==> src/rtl/pwm_capture_pkg.sv <==
// pwm_capture_pkg: register word addresses, CTRL/STATUS bit positions and the
// capture state encoding shared by the PWM input-capture block and its driver.
package pwm_capture_pkg;

    // Register word addresses
    localparam logic [2:0] ADDR_CTRL    = 3'd0;
    localparam logic [2:0] ADDR_STATUS  = 3'd1;
    localparam logic [2:0] ADDR_PERIOD  = 3'd2;
    localparam logic [2:0] ADDR_HIGH    = 3'd3;
    localparam logic [2:0] ADDR_TIMEOUT = 3'd4;

    // CTRL bits
    localparam int CTRL_EN_BIT     = 0;
    localparam int CTRL_IRQ_EN_BIT = 1;

    // STATUS bits (0..2 are write-1-to-clear, 3 is the live input level)
    localparam int STAT_NEW_BIT     = 0;
    localparam int STAT_TIMEOUT_BIT = 1;
    localparam int STAT_OVERRUN_BIT = 2;
    localparam int STAT_LEVEL_BIT   = 3;

    typedef enum logic [1:0] {
        ST_IDLE    = 2'd0,
        ST_ARM     = 2'd1,
        ST_MEASURE = 2'd2
    } cap_state_e;

endpackage

==> src/rtl/pwm_capture_core.sv <==
// pwm_capture_core: measurement engine of the PWM input-capture block.
// Synchronizes the external PWM input, detects rising edges, and counts the
// period and high time of each complete cycle in clk cycles.
// Ports:
//   clk, reset      - clock, asynchronous active-high reset
//   pwm_input       - external asynchronous PWM signal
//   en              - capture enable (0 forces IDLE)
//   timeout_limit   - missing-edge limit in cycles, 0 disables
//   period, high    - last captured result (saturated at all-ones)
//   level           - synchronized input level
//   cap             - one-cycle pulse: a result is being captured this cycle
//   tmo             - one-cycle pulse: timeout detected this cycle
module pwm_capture_core
    import pwm_capture_pkg::*;
#(
    parameter int CNT_W       = 32,
    parameter int DATA_W      = 32,
    parameter int SYNC_STAGES = 2
) (
    input  logic              clk,
    input  logic              reset,
    input  logic              pwm_input,
    input  logic              en,
    input  logic [DATA_W-1:0] timeout_limit,
    output logic [CNT_W-1:0]  period,
    output logic [CNT_W-1:0]  high,
    output logic              level,
    output logic              cap,
    output logic              tmo
);

    localparam logic [CNT_W-1:0] CNT_ONE = CNT_W'(1);

    logic [SYNC_STAGES-1:0] sync_q;
    logic                   prev_q;
    logic                   rise;
    logic                   tmo_hit;
    cap_state_e             state_q, state_d;
    logic [CNT_W-1:0]       per_cnt_q, per_cnt_d;
    logic [CNT_W-1:0]       hi_cnt_q, hi_cnt_d;
    logic [CNT_W-1:0]       period_q, period_d;
    logic [CNT_W-1:0]       high_q, high_d;

    // Increment that sticks at all-ones so an out-of-range measurement stays visible.
    function automatic logic [CNT_W-1:0] sat_inc(input logic [CNT_W-1:0] v, input logic inc);
        if (inc && (v != {CNT_W{1'b1}}))
            return v + CNT_ONE;
        return v;
    endfunction

    // Synchronizer chain plus one extra flop for edge detection.
    // NOTE: sequential state uses non-blocking assignments so every flop samples pre-edge values.
    always_ff @(posedge clk or posedge reset) begin
        if (reset) begin
            sync_q <= '0;
            prev_q <= 1'b0;
        end else begin
            sync_q <= {sync_q[SYNC_STAGES-2:0], pwm_input};
            prev_q <= sync_q[SYNC_STAGES-1];
        end
    end

    assign level   = sync_q[SYNC_STAGES-1];
    assign rise    = level & ~prev_q;
    // Compares against the limit currently held, so a same-cycle write only affects later cycles.
    assign tmo_hit = (timeout_limit != '0) && (DATA_W'(per_cnt_q) == timeout_limit);

    // State register
    always_ff @(posedge clk or posedge reset) begin
        if (reset) state_q <= ST_IDLE;
        else       state_q <= state_d;
    end

    // Next-state logic
    // NOTE: every combinational output gets a default first, so no path can infer a latch.
    always_comb begin
        state_d = state_q;
        if (!en) begin
            state_d = ST_IDLE;
        end else begin
            case (state_q)
                ST_IDLE:    state_d = ST_ARM;
                ST_ARM:     if (rise) state_d = ST_MEASURE;
                ST_MEASURE: if (!rise && tmo_hit) state_d = ST_ARM;
                default:    state_d = ST_IDLE;
            endcase
        end
    end

    // Output / datapath logic
    always_comb begin
        per_cnt_d = per_cnt_q;
        hi_cnt_d  = hi_cnt_q;
        period_d  = period_q;
        high_d    = high_q;
        cap       = 1'b0;
        tmo       = 1'b0;
        case (state_q)
            ST_ARM: begin
                // The first edge only starts a measurement; it produces no result.
                per_cnt_d = (en && rise) ? CNT_ONE : '0;
                hi_cnt_d  = (en && rise) ? CNT_ONE : '0;
            end
            ST_MEASURE: begin
                if (!en) begin
                    per_cnt_d = '0;
                    hi_cnt_d  = '0;
                end else if (rise) begin
                    period_d  = per_cnt_q;
                    high_d    = hi_cnt_q;
                    cap       = 1'b1;
                    per_cnt_d = CNT_ONE;
                    hi_cnt_d  = CNT_ONE;
                end else if (tmo_hit) begin
                    tmo       = 1'b1;
                    per_cnt_d = '0;
                    hi_cnt_d  = '0;
                end else begin
                    per_cnt_d = sat_inc(per_cnt_q, 1'b1);
                    hi_cnt_d  = sat_inc(hi_cnt_q, level);
                end
            end
            default: begin
                per_cnt_d = '0;
                hi_cnt_d  = '0;
            end
        endcase
    end

    always_ff @(posedge clk or posedge reset) begin
        if (reset) begin
            per_cnt_q <= '0;
            hi_cnt_q  <= '0;
            period_q  <= '0;
            high_q    <= '0;
        end else begin
            per_cnt_q <= per_cnt_d;
            hi_cnt_q  <= hi_cnt_d;
            period_q  <= period_d;
            high_q    <= high_d;
        end
    end

    assign period = period_q;
    assign high   = high_q;

endmodule

==> src/rtl/pwm_capture.sv <==
// pwm_capture: PWM input-capture peripheral on the native CPU bus.
// Measures period and high time of an external PWM signal, flags missing
// edges (timeout) and unread results (overrun), and drives a level interrupt.
// Ports:
//   clk, reset            - clock, asynchronous active-high reset
//   pwm_input             - external asynchronous PWM signal
//   valid/address/wdata/wstrb - bus request (wstrb all-zero = read)
//   rdata/ready           - registered read data and one-cycle acknowledge
//   irq                   - registered level interrupt
module pwm_capture
    import pwm_capture_pkg::*;
#(
    parameter int CNT_W       = 32,
    parameter int DATA_W      = 32,
    parameter int SYNC_STAGES = 2
) (
    input  logic                clk,
    input  logic                reset,
    input  logic                pwm_input,
    input  logic                valid,
    input  logic [2:0]          address,
    input  logic [DATA_W-1:0]   wdata,
    input  logic [DATA_W/8-1:0] wstrb,
    output logic [DATA_W-1:0]   rdata,
    output logic                ready,
    output logic                irq
);

    logic [CNT_W-1:0]  period, high;
    logic              level, cap, tmo;

    logic [1:0]        ctrl_q, ctrl_d;
    logic              new_q, new_d;
    logic              timeout_q, timeout_d;
    logic              overrun_q, overrun_d;
    logic [DATA_W-1:0] timeout_lim_q, timeout_lim_d;
    logic [CNT_W-1:0]  high_hold_q, high_hold_d;
    logic [DATA_W-1:0] rdata_q, rdata_d;
    logic              ready_q;
    logic              irq_q;

    logic              accept, is_wr, is_rd;
    logic [DATA_W-1:0] wmask, wbits;
    logic [2:0]        clr;

    pwm_capture_core #(
        .CNT_W       (CNT_W),
        .DATA_W      (DATA_W),
        .SYNC_STAGES (SYNC_STAGES)
    ) u_core (
        .clk           (clk),
        .reset         (reset),
        .pwm_input     (pwm_input),
        .en            (ctrl_q[CTRL_EN_BIT]),
        .timeout_limit (timeout_lim_q),
        .period        (period),
        .high          (high),
        .level         (level),
        .cap           (cap),
        .tmo           (tmo)
    );

    // A request held across its own ready cycle is not accepted a second time.
    assign accept = valid & ~ready_q;
    assign is_wr  = accept & (|wstrb);
    assign is_rd  = accept & ~(|wstrb);

    always_comb begin
        wmask = '0;
        for (int b = 0; b < DATA_W/8; b++)
            wmask[8*b +: 8] = {8{wstrb[b]}};
    end
    assign wbits = wdata & wmask;

    always_comb begin
        ctrl_d        = ctrl_q;
        timeout_lim_d = timeout_lim_q;
        high_hold_d   = high_hold_q;
        rdata_d       = '0;
        clr           = '0;

        if (is_wr) begin
            case (address)
                ADDR_CTRL:    ctrl_d        = (ctrl_q & ~wmask[1:0]) | wbits[1:0];
                ADDR_STATUS:  clr           = wbits[2:0];
                ADDR_TIMEOUT: timeout_lim_d = (timeout_lim_q & ~wmask) | wbits;
                default:      ;
            endcase
        end

        if (is_rd) begin
            case (address)
                ADDR_CTRL:    rdata_d = DATA_W'(ctrl_q);
                ADDR_STATUS:  rdata_d = DATA_W'({level, overrun_q, timeout_q, new_q});
                ADDR_PERIOD: begin
                    // Registered results, so a same-cycle capture cannot tear the pair.
                    rdata_d     = DATA_W'(period);
                    high_hold_d = high;
                end
                ADDR_HIGH:    rdata_d = DATA_W'(high_hold_q);
                ADDR_TIMEOUT: rdata_d = timeout_lim_q;
                default:      rdata_d = '0;
            endcase
        end

        // Hardware sets are OR-ed in after the W1C clear so that a same-cycle set wins.
        new_d     = (new_q     & ~clr[STAT_NEW_BIT])     | cap;
        timeout_d = (timeout_q & ~clr[STAT_TIMEOUT_BIT]) | tmo;
        overrun_d = (overrun_q & ~clr[STAT_OVERRUN_BIT]) | (cap & new_q);
    end

    always_ff @(posedge clk or posedge reset) begin
        if (reset) begin
            ctrl_q        <= '0;
            new_q         <= 1'b0;
            timeout_q     <= 1'b0;
            overrun_q     <= 1'b0;
            timeout_lim_q <= '0;
            high_hold_q   <= '0;
            rdata_q       <= '0;
            ready_q       <= 1'b0;
            irq_q         <= 1'b0;
        end else begin
            ctrl_q        <= ctrl_d;
            new_q         <= new_d;
            timeout_q     <= timeout_d;
            overrun_q     <= overrun_d;
            timeout_lim_q <= timeout_lim_d;
            high_hold_q   <= high_hold_d;
            rdata_q       <= rdata_d;
            ready_q       <= accept;
            irq_q         <= ctrl_q[CTRL_IRQ_EN_BIT] & (new_q | timeout_q);
        end
    end

    assign rdata = rdata_q;
    assign ready = ready_q;
    assign irq   = irq_q;

endmodule

==> config.mk <==
export PLATFORM = sky130hd
export DESIGN_NAME = pwm_capture
export DESIGN_NICKNAME = d
export VERILOG_FILES = /design/src/rtl/pwm_capture_pkg.sv /design/src/rtl/pwm_capture_core.sv /design/src/rtl/pwm_capture.sv
export SDC_FILE = /design/constraint.sdc
export NUM_CORES = 1
export LEC_CHECK = 0
export CORE_ASPECT_RATIO = 0.75
export CORE_MARGIN = 2
export CORE_UTILIZATION = 66
export CTS_BUF_LIST = sky130_fd_sc_hd__clkbuf_8
export DETAILED_ROUTE_END_ITERATION = 8
export HOLD_SLACK_MARGIN = 0.08
export PLACE_DENSITY = 0.88
export SYNTH_ARGS = -nofsm -noshare
export SYNTH_HDL_FRONTEND = slang
export SYNTH_SLANG_ARGS = --single-unit
==> constraint.sdc <==
create_clock -name clk -period 22.4 [get_ports clk]
set_input_delay 4.48 -clock clk [delete_from_list [all_inputs] [get_ports clk]]
set_output_delay 4.48 -clock clk [all_outputs]
set_load 0.01 [all_outputs]
== Word level (Yosys, flattened, before mapping) ==
Index checks and enable logic that the tools add are counted.
Storage, ports and cells
  output and inout port bits: 34
  input port bits: 43
  word-level logic and storage cells: 109
  register bits after elaboration: 236
Operators by class
  reduce and logical (&&, ||, !) cells: 14
  bitwise operators: 26
  mux-type cells: 38
  eq/ne operators: 13
  add/sub/neg operators: 2
Operator list (number)
  32-bit two-way mux: 11
  32-bit case mux with 5 select lines: 1
  32-bit case mux with 2 select lines: 2
  32-bit by 1-bit adder with 32-bit output, second input constant: 2
  32-bit AND: 2
  32-bit inequality test, second input constant: 2
  32-bit == test: 1
  32-bit NOT: 1
  32-bit bitwise OR: 1
  32-bit nonzero test: 1
  1-bit two-way mux: 18
  5-bit by 2-bit inequality test with 1-bit output, second input constant: 2
  1-bit AND: 9
  2-bit AND reduction: 4
  3-bit by 2-bit == test with 1-bit output, second input constant: 2
  2-bit two-way mux: 3
  3-bit two-way mux: 2
  3-bit by 2-bit inequality test with 1-bit output, second input constant: 2
  1-bit NOT: 6
  2-bit case mux with 3 select lines: 1
  1-bit logical AND: 4
  1-bit bitwise OR: 4
  4-bit OR reduction: 1
  3-bit by 1-bit == test with 1-bit output, second input constant: 1
  10 further kinds: 10

== Depth between registers and ports, before layout ==
  depth after elaboration: 12
  gate-level depth with buffers: 10
  mapped depth without buffers: 8

== Hierarchy ==
Synthesis repeated with hierarchy kept, for this count alone.
Unflattened totals
  cell total of the unflattened synthesis: 1056
  area, all modules: 11223.3 µm²
Modules (own cells, without submodules)
  pwm_capture_core: cells an instance 740, area an instance 6747.7 µm², instances 1, seq. area each 3328.2 µm²
  pwm_capture: cells an instance 316, area an instance 4475.5 µm², instances 1, seq. area each 2577.5 µm²

== Least setup slack after synthesis ==
Ideal clock, no wire load.
  path kind: input port to flip-flop
  start: in address[0]
  end: reg rdata_q[21] (netlist: rdata[21])
  required time: 22268 ps
  setup time: 132 ps
  path slack: 16164 ps
  stages: 7
  arrival: 6104 ps
  cells stage by stage: clkbuf_1 > clkbuf_1 > clkbuf_1 > mux2i_1 > nor2_1 > a21oi_1 > nor2_1
On the way
  longest elaborated chain between the ends: 3
  elaborated cells between the ends (all ways): 7
  classes of those cells: eq/ne: 4; mux: 2; reduce/logical: 1
Ends and longest elaborated chain
  from (decl): RTL line pwm_capture.sv:21  | input logic [2:0] address,
  3-bit == test, or another cell as far along: RTL line pwm_capture.sv:92  | case (address)
  32-bit case mux with 5 select lines (*): RTL line pwm_capture.sv:92
  32-bit two-way mux (*): RTL line pwm_capture.sv:91  | if (is_rd) begin
  net rdata_d[21]: RTL line pwm_capture.sv:38  | logic [DATA_W-1:0] rdata_q, rdata_d;
  to (signal assigned): RTL line pwm_capture.sv:130  | rdata_q <= rdata_d;
  to (decl): RTL line pwm_capture.sv:38
Mark *: on every way through the listed nets, which the timed path passes. The rest lies on a longest branch.
A chain may end at the register's enable or synchronous reset.

== Final worst setup path ==
  start: in address[1]
  end: reg rdata_q[14] (netlist: rdata[14])
Same word-level chain as after synthesis.

==> results_dict.tcl <==
set metrics [dict create \
    seq_area_frac_synth 0.534 \
    setup_violations 0 \
    status "finished, final reports clean" \
    synth_xor_area_frac 0.0491 \
    htree_levels 2 \
    wl_per_cell_um 20.1 \
    yosysWarnings 0 \
    row_count 40 \
    fmax_mhz 158 \
    drive_above_1_share 0.129 \
    netlist_instances 1117 \
    critical_path.endpoint_type "register" \
    post_cts_buffers 0 \
    vias 8834 \
    clkTransAtPathRegs_ns 0.07 \
    power_density_nw_per_um2 74.9 \
    slew_viol_final 0 \
    die_area_sq_um 17800 \
    r2r_cells 7 \
    vdd_drop_max_v 0.0000622 \
    antenna_found_initial 0 \
    synthToLayoutAreaGrowth_pct 14.4 \
    setup_slack_ns 16.08 \
    setup.worst_path.class "input port to register" \
    hold_ws_ns 0.362 \
    crit_path_max_fanout 28 \
    holdCritStartpoint "u_core.sync_q[0]" \
    cp_cell_sequence "clkdlybuf4s50_1 -> nor2_1 -> and2_1 -> a21oi_1 -> nor2_1" \
    tightest_slew_ns 1.27 \
    syn_avg_cell_area_sq_um 9.91 \
    die_h_um 116 \
    layout_common_cells "dfrtp_1, nand2_1, nor2_1" \
    drt_first_pass_iters 7 \
    finalCritPeriodShare 0.282 \
    min_period_ns 6.32 \
    synth_area_sq_um 11100 \
    crit_required_ns 22.81 \
    critPathSlowestCell "and2_1" \
    hold_buffers 0 \
    r2r-start "u_core.per_cnt_q[0]" \
    totalPowerFinal_uw 949 \
    critPathArrivalTime_ns 6.73 \
    fin_skew_ns 0.0196 \
    synth_ff_type "dfrtp_1" \
    grt_overflow 0 \
    synth_fa_ha_area_frac 0.00565 \
    async_flop_share 1.00 \
    path_common_cell "nor2_1" \
    root_buffer "clkbuf_8" \
    synth-simple-area-share 0.195 \
    syn-num-nets 1165 \
    synth_edf_count 0 \
    cts_tree "done" \
    critPathTopFamily "simple AND/OR/NAND/NOR gates" \
    portBuffers 76 \
    hold_violations 0 \
    max_stage_delay_ns 0.90 \
    drc_errors 0 \
    ios 77 \
    hpwlAfterDp_um 19500 \
    grt_usage 0.327 \
    pre_cts_ws_ns 15.61 \
    cts_resized 0 \
    first_global_vias 8683 \
    r2r_end "u_core.per_cnt_q[25]" \
    grt_pass1_wl_um 45600 \
    relSlewSlack 0.148 \
    leakagePower_uw 0.00555 \
    critPathLaunchType "input port" \
    clockBufferDepth 3 \
    maxCapViolations 0 \
    synth_compound_gate_area_share 0.0878 \
    synth_top_family_by_area "simple AND/OR/NAND/NOR gates" \
    gp_congestion 0.907 \
    final_common_cell "dfrtp_1" \
    start_util 0.682 \
    nets 1227 \
    crit_buf_inv 1 \
    synth.mux.area_fraction 0.0995 \
    core_sq_um 16200 \
    rsz0062_at_grt "no" \
    synth.distinct_cells 56 \
    hold_depth 0 \
    ff2ff_setup_slack_ns 18.81 \
    holdCritPathClass "register to register" \
    drt_iter0_markers 1116 \
    worstSkewPairLatency_ns 0.52 \
    holdPathEnd "u_core.sync_q[1]" \
    insertedDiodeCount 0 \
    clock-sinks 236 \
    ys_ff_latch 236 \
    cts_buffers 36 \
    grt_max_degree 94 \
    final.setup.tns_ns 0 \
    drt_wl_total_um 28500 \
    ant_nets 0 \
    routed_via_density 6.24 \
    die_x_um 154 \
]
## cells by family (layout without fill, tap and decap cells)
group | Yosys count | in the layout
adder cells (fa/ha/maj) | 5 | 5
AND/OR/NAND/NOR | 472 | 472
XOR/XNOR | 62 | 62
AO/OA/AOI/OAI | 160 | 160
flip-flops | 236 | 236
multiplexers | 101 | 101
buffers and inverters | 81 | 169
## metal layers
layer / track usage / part of all wire / up-vias
met5: 0 / 0 / -
met4: 0.116 / 0.028 / 0
met3: 0.0809 / 0.10 / 70
met2: 0.505 / 0.45 / 477
met1: 0.462 / 0.42 / 4308
li1: - / - / 3979
## worst max path at each step
stage | startpoint | to | slack [ns] | cells after the start
global route | address[1] | rdata[14] | 15.92 | 5
floorplan | reset | asynchronous set/reset pin | 11.45 | 1
CTS | wstrb[0] | rdata[14] | 16.15 | 4
global placement | address[2] | high_hold_q[19] | 15.74 | 6
detailed placement | wstrb[0] | rdata[14] | 15.61 | 4
finish | address[1] | rdata[14] | 16.08 | 5
## power by group
| group | internal, uW | switching (uW) |
|---|---|---|
| Sequential | 444 | 26.9 |
| Clock | 196 | 165 |
| Combinational | 48.1 | 67.8 |
| Total | 689 | 260 |
## stage by stage
stage | utilization | instance area (sq um) | std cells
6_report | 0.781 | 12700 | 1415
5_1_grt | 0.781 | 12700 | 1415
4_1_cts | 0.781 | 12700 | 1415
3_5_place_dp | 0.735 | 11900 | 1351
3_3_place_gp | 0.735 | 11900 | 1351
2_1_floorplan | - | 11100 | 1117
## synthesized netlist by cell type, types with 3 or more instances
cell type | count | share of area
a2111oi_0 | 3 | 0.0024
a211oi_1 | 8 | 0.0054
a21oi_1 | 64 | 0.029
a22oi_1 | 6 | 0.0041
a311oi_1 | 5 | 0.0040
a31oi_1 | 12 | 0.0068
and2_1 | 4 | 0.0023
and3_1 | 7 | 0.0040
and4_1 | 6 | 0.0047
buf_1 | 3 | 0.0010
buf_2 | 7 | 0.0032
clkbuf_1 | 49 | 0.017
dfrtp_1 | 236 | 0.53
ha_1 | 5 | 0.0057
inv_1 | 19 | 0.0064
mux2_2 | 72 | 0.073
mux2i_1 | 29 | 0.026
nand2_1 | 204 | 0.069
nand2b_1 | 3 | 0.0017
nand3_1 | 37 | 0.017
nand3b_1 | 5 | 0.0034
nand4_1 | 22 | 0.012
nor2_1 | 123 | 0.042
nor2b_1 | 8 | 0.0045
nor4_1 | 15 | 0.0085
o211ai_1 | 3 | 0.0020
o21ai_0 | 37 | 0.017
o31ai_1 | 7 | 0.0047
or2_2 | 3 | 0.0017
or3_1 | 14 | 0.0079
or4_1 | 6 | 0.0041
or4_4 | 3 | 0.0031
xnor2_1 | 58 | 0.046
xor2_1 | 4 | 0.0032
## worst register-to-register path: cells and delay by family, from the launching register on
family / cells / cell delay [ns]
AOI/OAI and AO/OA: 1 / 0.33
adders and majority gates: 1 / 0.32
DFF: 1 / 0.52
muxes: 1 / 0.34
and+or+nand+nor: 4 / 1.96
## final cells by class
class,instances,area [sq um]
fillers,1038,3550
clock inverters,18,105
well taps,210,263
repair buffers,86,831
clock buffers,46,633
flip-flops and latches,236,5910
inverters,19,78.8
multi-input cells,800,4850
Note: power is estimated with default switching activity, not from simulation.
==> edit 1, RTL diff (same settings) <==
`CNT_W` is set to 32 in 2 places; all go to 40.
--- a/src/rtl/pwm_capture_core.sv
+++ b/src/rtl/pwm_capture_core.sv
@@ -13,7 +13,7 @@
 module pwm_capture_core
     import pwm_capture_pkg::*;
 #(
-    parameter int CNT_W       = 32,
+    parameter int CNT_W       = 40,
     parameter int DATA_W      = 32,
     parameter int SYNC_STAGES = 2
 ) (
--- a/src/rtl/pwm_capture.sv
+++ b/src/rtl/pwm_capture.sv
@@ -10,7 +10,7 @@
 module pwm_capture
     import pwm_capture_pkg::*;
 #(
-    parameter int CNT_W       = 32,
+    parameter int CNT_W       = 40,
     parameter int DATA_W      = 32,
     parameter int SYNC_STAGES = 2
 ) (
Check against the original RTL: no difference found for any inputs over 4 cycles, from zero or initial values and one cycle with reset high; that may be too few to reach the edited logic, so the function may still have changed.
==> edit 1 against the original RTL <==
Non-clock buffer count is the same. Synthesized area grew 8.4%. Via count grew 11%. Sequential cell count grew 16. Largest cell class unchanged. Total power grew 7.5%. Sequential share of layout area shrank 0.18 points. Wire length grew 7.1%. Final area grew 7.2%. Critical path type unchanged. Setup slack lost 0.076 ns. Utilization shrank 1.4 points. Maximum frequency shrank 1.2%. Clock skew grew 0.020 ns. Register-to-register slack gained 0.13 ns. Critical endpoint is now rdata[13]$_DFF_PP0_.
==> edit 1: results (changes against the original RTL) <==
The internal cell power came out at 732.9 µW (+6.4%). The largest vdd supply drop was 0.00006239 V (+0.23%). The count of synthesis-stage warnings from yosys is 0 (unchanged), and the clock-pin transition on the worst setup and hold timing paths is 0.07 ns (about the same). The logs give 32.39% (-0.33 points) for the global-route usage over all layers and 0.03908 ns (+0.01952 ns) for the final worst clock skew. The depth of the most critical reg-to-reg path is 6 (-1). The global-route track usage on met2 is 49.43% (-1.1 points). The type of the worst min-delay path was reg -> reg.

The logs give 52.59% (-0.78 points) for the sequential fraction of the synthesis area and 7.444% (-0.64 points) for the met3 demand-to-capacity share in global routing. The highest net fanout along the worst path is 30 (+7.1%), and the endpoint arrival time on the critical path is 6.82 ns (+0.09 ns). By area the synthesized netlist is led by dfrtp_1 53%, nand2_1 7.4%, mux2_2 6.6%.

The run gives 0 (unchanged) as the number of diodes. The commonest cells after synthesis are 252 x dfrtp_1, 237 x nand2_1, 108 x nor2_1. The slew of the pin with the lowest slew margin is 1.324 ns (+0.05014 ns), and the number of stages on the worst hold path is 0 (unchanged). The run finished with clean final reports. Number of antenna violations at the first check in global routing: 0 (unchanged).

The global-route wire length before repair came out at 49.34 mm (+8.1%). Total CTS buffers: 39 (+8.3%). The startpoint of the most critical hold path was u_core.sync_q[0]$_DFF_PP0_. For the met1 track demand over resource, the log shows 45.56% (-0.69 points). The run gives 3 (unchanged) as the number of buffers on the longest clock path.

The maximum number of pins on one net before global-route repair was 103 (+9.6%). The highest-delay cell along the critical path is nand3_1. The placed wire-length estimate after detailed placement was 19.98 mm (+2.2%). The maximum level of the CTS H-tree was 2 (unchanged).

Post-CTS setup buffer count: 0 (unchanged). The run gives 5 (-2) as the detailed-router iteration count before antenna repair. The most instantiated flip-flop cell in the synthesis netlist was dfrtp_1.

The via count of the first global-routing pass is 9522 (+9.7%). The reported leakage power came out at 6.032 nW (+8.7%). The launching element of the worst setup path was wstrb[2]. The peak per-stage delay on the critical path was 1.01 ns (+0.11 ns); the routed wire length per instance was 19.67 µm (-2.3%).

Fraction of layout instances using a drive strength above 1: 11.31% (-1.6 points). For the count of distinct cell types in the synthesized netlist, the log shows 52 (-7.1%). The post-CTS resize count came out at 0 (unchanged).

For the final weighted congestion of routability-driven global placement, the log shows 0.9734 (+7.4%). For the number of fillers in the final layout, the log shows 1138 (+9.6%). The number of DRC markers after the initial detailed-route iteration was 1175 (+5.3%). Among cell families on the critical path, the largest total delay comes from simple AND/OR/NAND/NOR gates. Root cell of the clock tree: clkbuf_8. The logs give 9797 (+11%) for the via total after detailed routing and 1278 (+9.7%) for the post-synth net total.

In this run the critical register-to-register path is launched from u_core.per_cnt_q[3]$_DFFE_PP0P_. The total of buffers placed on input and output ports is 76 (unchanged), and the share of async-settable or async-resettable flops after synthesis is 100.0% (unchanged). The tools report the clock latency reported for the late side of the worst-skew pair as 0.54 ns (+0.02 ns).
[edit 1: layout make-up]
cell class | count | area [µm²] | share of cell area [%]
Clock inverter | 14 | 60.06 | 0.4424
Multi-Input combinational cell | 895 | 5315 | 39.15
Timing Repair Buffer | 86 | 830.8 | 6.120
Clock buffer | 52 | 715.7 | 5.272
Sequential cell | 252 | 6306 | 46.45
Inverter | 10 | 45.04 | 0.3318
Tap cell | 242 | 302.8 | 2.230
[edit 1: cell families after synthesis]
group,Yosys count,share of synthesized area [%]
XOR/XNOR,62,4.528
multiplexers,99,8.994
AND/OR/NAND/NOR,532,21.00
AO/OA/AOI/OAI,197,9.172
adder cells (fa/ha/maj),5,0.5217
flip-flops,252,52.59
buffers and inverters,83,3.193
[edit 1: worst paths after layout]
check,slack [ns],end
hold reg to reg,0.35,u_core.sync_q[1]$_DFF_PP0_
hold / removal,0.35,u_core.sync_q[1]$_DFF_PP0_
min in group asynchronous,4.47,rdata[20]$_DFF_PP0_
max in group asynchronous,16.39,high_hold_q[8]$_DFFE_PP0P_
setup / recovery,16.01,rdata[13]$_DFF_PP0_
setup reg to reg,18.94,u_core.per_cnt_q[16]$_DFFE_PP0P_
[edit 1: metrics by stage]
step	cell area [µm²]	cells	worst slack (ns)
after global routing	13580	1551	15.84
after CTS	13580	1551	16.09
after detailed placement	12800	1485	15.56
final	13580	1551	16.01
after global placement	12800	1485	15.63
after floorplan	11990	1230	10.99
[edit 1: power by group through the flow]
stage / clock network (mW) / registers, mW / logic, mW
4_1_cts: 0.385 / 0.499 / 0.137
3_5_place_dp: 0 / 0.506 / 0.135
3_3_place_gp: 0 / 0.505 / 0.129
6_report: 0.380 / 0.500 / 0.139
2_1_floorplan: 0 / 0.497 / 0.0989
5_1_grt: 0.405 / 0.502 / 0.151
[edit 1: metal layers]
metal	wire length, µm	vias to the layer above
met5	0	-
li1	-	4359
met3	3010	94
met2	13630	567
met4	1136	0
met1	12730	4777
==> edit 2, RTL diff (same settings) <==
Made on the original files. The 3 states of `cap_state_e` get a one-hot encoding in 3 bits.
--- a/src/rtl/pwm_capture_pkg.sv
+++ b/src/rtl/pwm_capture_pkg.sv
@@ -19,10 +19,10 @@
     localparam int STAT_OVERRUN_BIT = 2;
     localparam int STAT_LEVEL_BIT   = 3;
 
-    typedef enum logic [1:0] {
-        ST_IDLE    = 2'd0,
-        ST_ARM     = 2'd1,
-        ST_MEASURE = 2'd2
+    typedef enum logic [2:0] {
+        ST_IDLE    = 3'b001,
+        ST_ARM     = 3'b010,
+        ST_MEASURE = 3'b100
     } cap_state_e;
 
 endpackage
Behaviour: same outputs for any inputs over 4 cycles, from zero or initial values and one cycle with reset high; so few cycles prove little.
==> edit 2 against the original RTL <==
Utilization decreased by 1.2 points. Global-route usage decreased by 3.0 points. Count of clock-buffer cells in the layout decreased by 3. Clock power decreased by 5.5%. Synthesized area decreased by 3.1%. Synthesized cell count decreased by 17%. Setup slack got worse by 0.31 ns. Total power decreased by 7.4%. Sequential cell count increased by 1. Final area decreased by 3.0%. Wire length decreased by 14%. Sequential share of layout area increased by 1.7 points.
==> edit 2: results (changes against the original RTL) <==
For the number of multi-input combinational cells, the log shows 637 (-20%). The logs give 55.31% (+2.0 points) for the sequential fraction of the synthesis area and 24.55 mm (-14%) for the total wirelength of the detailed-routed design. The number of clock-tree buffers in the layout is 43 (-6.5%), and the placed wire-length estimate after detailed placement is 16.83 mm (-14%). The run finished with clean final reports. The met1 track demand over resource came out at 46.40% (+0.16 points). The reported leakage power was 5.555 nW (about the same); the mean post-synth cell area was 11.59 µm² (+17%). The global-route usage over all layers was 29.71% (-3.0 points). The tools report the largest vdd supply drop as 0.00003841 V (-38%). The total of buffers placed on input and output ports works out to 76 (unchanged). Sorting the synthesized cells by area gives the leading types as dfrtp_1 55%, mux2_2 14%, xor2_1 4.9%.

The non-clock buffer share of cell area was 6.521% (-0.039 points). The non-clock buffer total of the final layout is 82 (-4.7%), and the routed wire length per instance is 19.99 µm (-0.69%). Grouping stages by cell kind, the critical path spends the most delay in buffers and inverters. The global-route track usage on met2 is 43.02% (-7.5 points), and the number of fillers in the final layout is 1007 (-3.0%). The highest net fanout along the worst path came out at 32 (+14%). The run gives 39.59 mm (-13%) as the global-route wire length before repair. The fraction of standard cell area in multi-input logic works out to 37.30% (-0.98 points). Detailed-router iteration count before antenna repair: 5 (-2). The setup slack after placement was 15.32 ns (-0.2845 ns); the number of clock sinks seen by CTS was 237 (+0.42%). Width of the die: 151.2 µm (-1.5%). The fraction of layout instances using a drive strength above 1 is 20.14% (+7.2 points), and the peak per-stage delay on the critical path is 0.76 ns (-0.14 ns). The fraction of area in registers was 48.31% (+1.7 points); the maximum number of pins on one net before global-route repair was 95 (+1.1%).

For the endpoint arrival time on the critical path, the log shows 7.01 ns (+0.28 ns). For the final worst clock skew, the log shows 0.01414 ns (-0.005415 ns). The placed instance count came out at 1173 (-13%). Count of distinct cell types in the synthesized netlist: 55 (-1.8%). The slowest stage of the critical path is the nand2b_1 cell. Time the worst path needs with I/O delays and setup: 6.630 ns (+0.3125 ns). The depth of the most critical reg-to-reg path was 7 (unchanged); the slack of the worst reg-to-reg path was 19.47 ns (+0.66 ns).

The run gives 7248 (-17%) as the via count of the first global-routing pass. Placed standard-cell area: 11610 µm² (-2.7%). The run gives 5.100% (-3.0 points) as the met3 demand-to-capacity share in global routing. The remaining max-slew budget at the tightest pin is 25.28% (+10 points). The number of nets in the layout is 1047 (-15%), and the hold slack is 0.3508 ns (-0.01101 ns). Relative area of clock buffers and inverters in the final design: 5.451% (-0.38 points). The commonest cells after synthesis are 236 x dfrtp_1, 136 x nor2_1, 132 x mux2_2. The number of DRC markers after the initial detailed-route iteration was 663 (-41%); the post-synth net total was 970 (-17%). The final weighted congestion of routability-driven global placement is 0.9077 (+0.13%). The post-route core utilization was 76.91% (-1.2 points); the total CTS buffers was 37 (+2.8%).
[edit 2: cell count changes after synthesis, moves of 13 or more]
cell,before,now
a21oi_1,64,37
clkbuf_1,49,15
mux2_2,72,132
nand2_1,204,42
nor2_1,123,136
o21ai_0,37,9
xnor2_1,58,27
xor2_1,4,60
[edit 2: where the power goes]
part / internal [mW] / total, mW / leakage [nW] / switching [mW]
Combinational: 0.0326 / 0.0655 / 1.93 / 0.0329
Sequential: 0.446 / 0.471 / 3.25 / 0.0257
Clock: 0.184 / 0.342 / 0.374 / 0.158
Total: 0.662 / 0.878 / 5.56 / 0.217
[edit 2: final timing paths]
path / end / from
worst max-delay path: high_hold_q[30]$_DFFE_PP0P_ / address[2]
worst min-delay path: u_core.sync_q[1]$_DFF_PP0_ / u_core.sync_q[0]$_DFF_PP0_
worst max register to register: u_core.per_cnt_q[29]$_DFFE_PP0P_ / u_core.per_cnt_q[6]$_DFFE_PP0P_
worst min register to register: u_core.sync_q[1]$_DFF_PP0_ / u_core.sync_q[0]$_DFF_PP0_
max in group asynchronous: u_core.period[22]$_DFFE_PP0P_ / reset
min in group asynchronous: u_core.hi_cnt_q[26]$_DFFE_PP0P_ / reset
[edit 2: cells by family after synthesis]
logic type | count (synthesis) | share of synthesized area (%)
buffers and inverters | 51 | 2.042
and+or+nand+nor | 316 | 14.61
adders and majority gates | 2 | 0.2333
AOI/OAI and AO/OA | 72 | 4.224
xor gates and xnor gates | 87 | 7.105
muxes | 160 | 16.47
DFF | 237 | 55.31
[edit 2: routing by layer]
| layer | share of wire (%) | routed length [µm] | up-vias |
|---|---|---|---|
| li1 | - | - | 3371 |
| met3 | 7.8 | 1916 | 55 |
| met4 | 2.4 | 591 | 0 |
| met1 | 46 | 11370 | 3714 |
| met5 | 0 | 0 | - |
| met2 | 43 | 10680 | 326 |
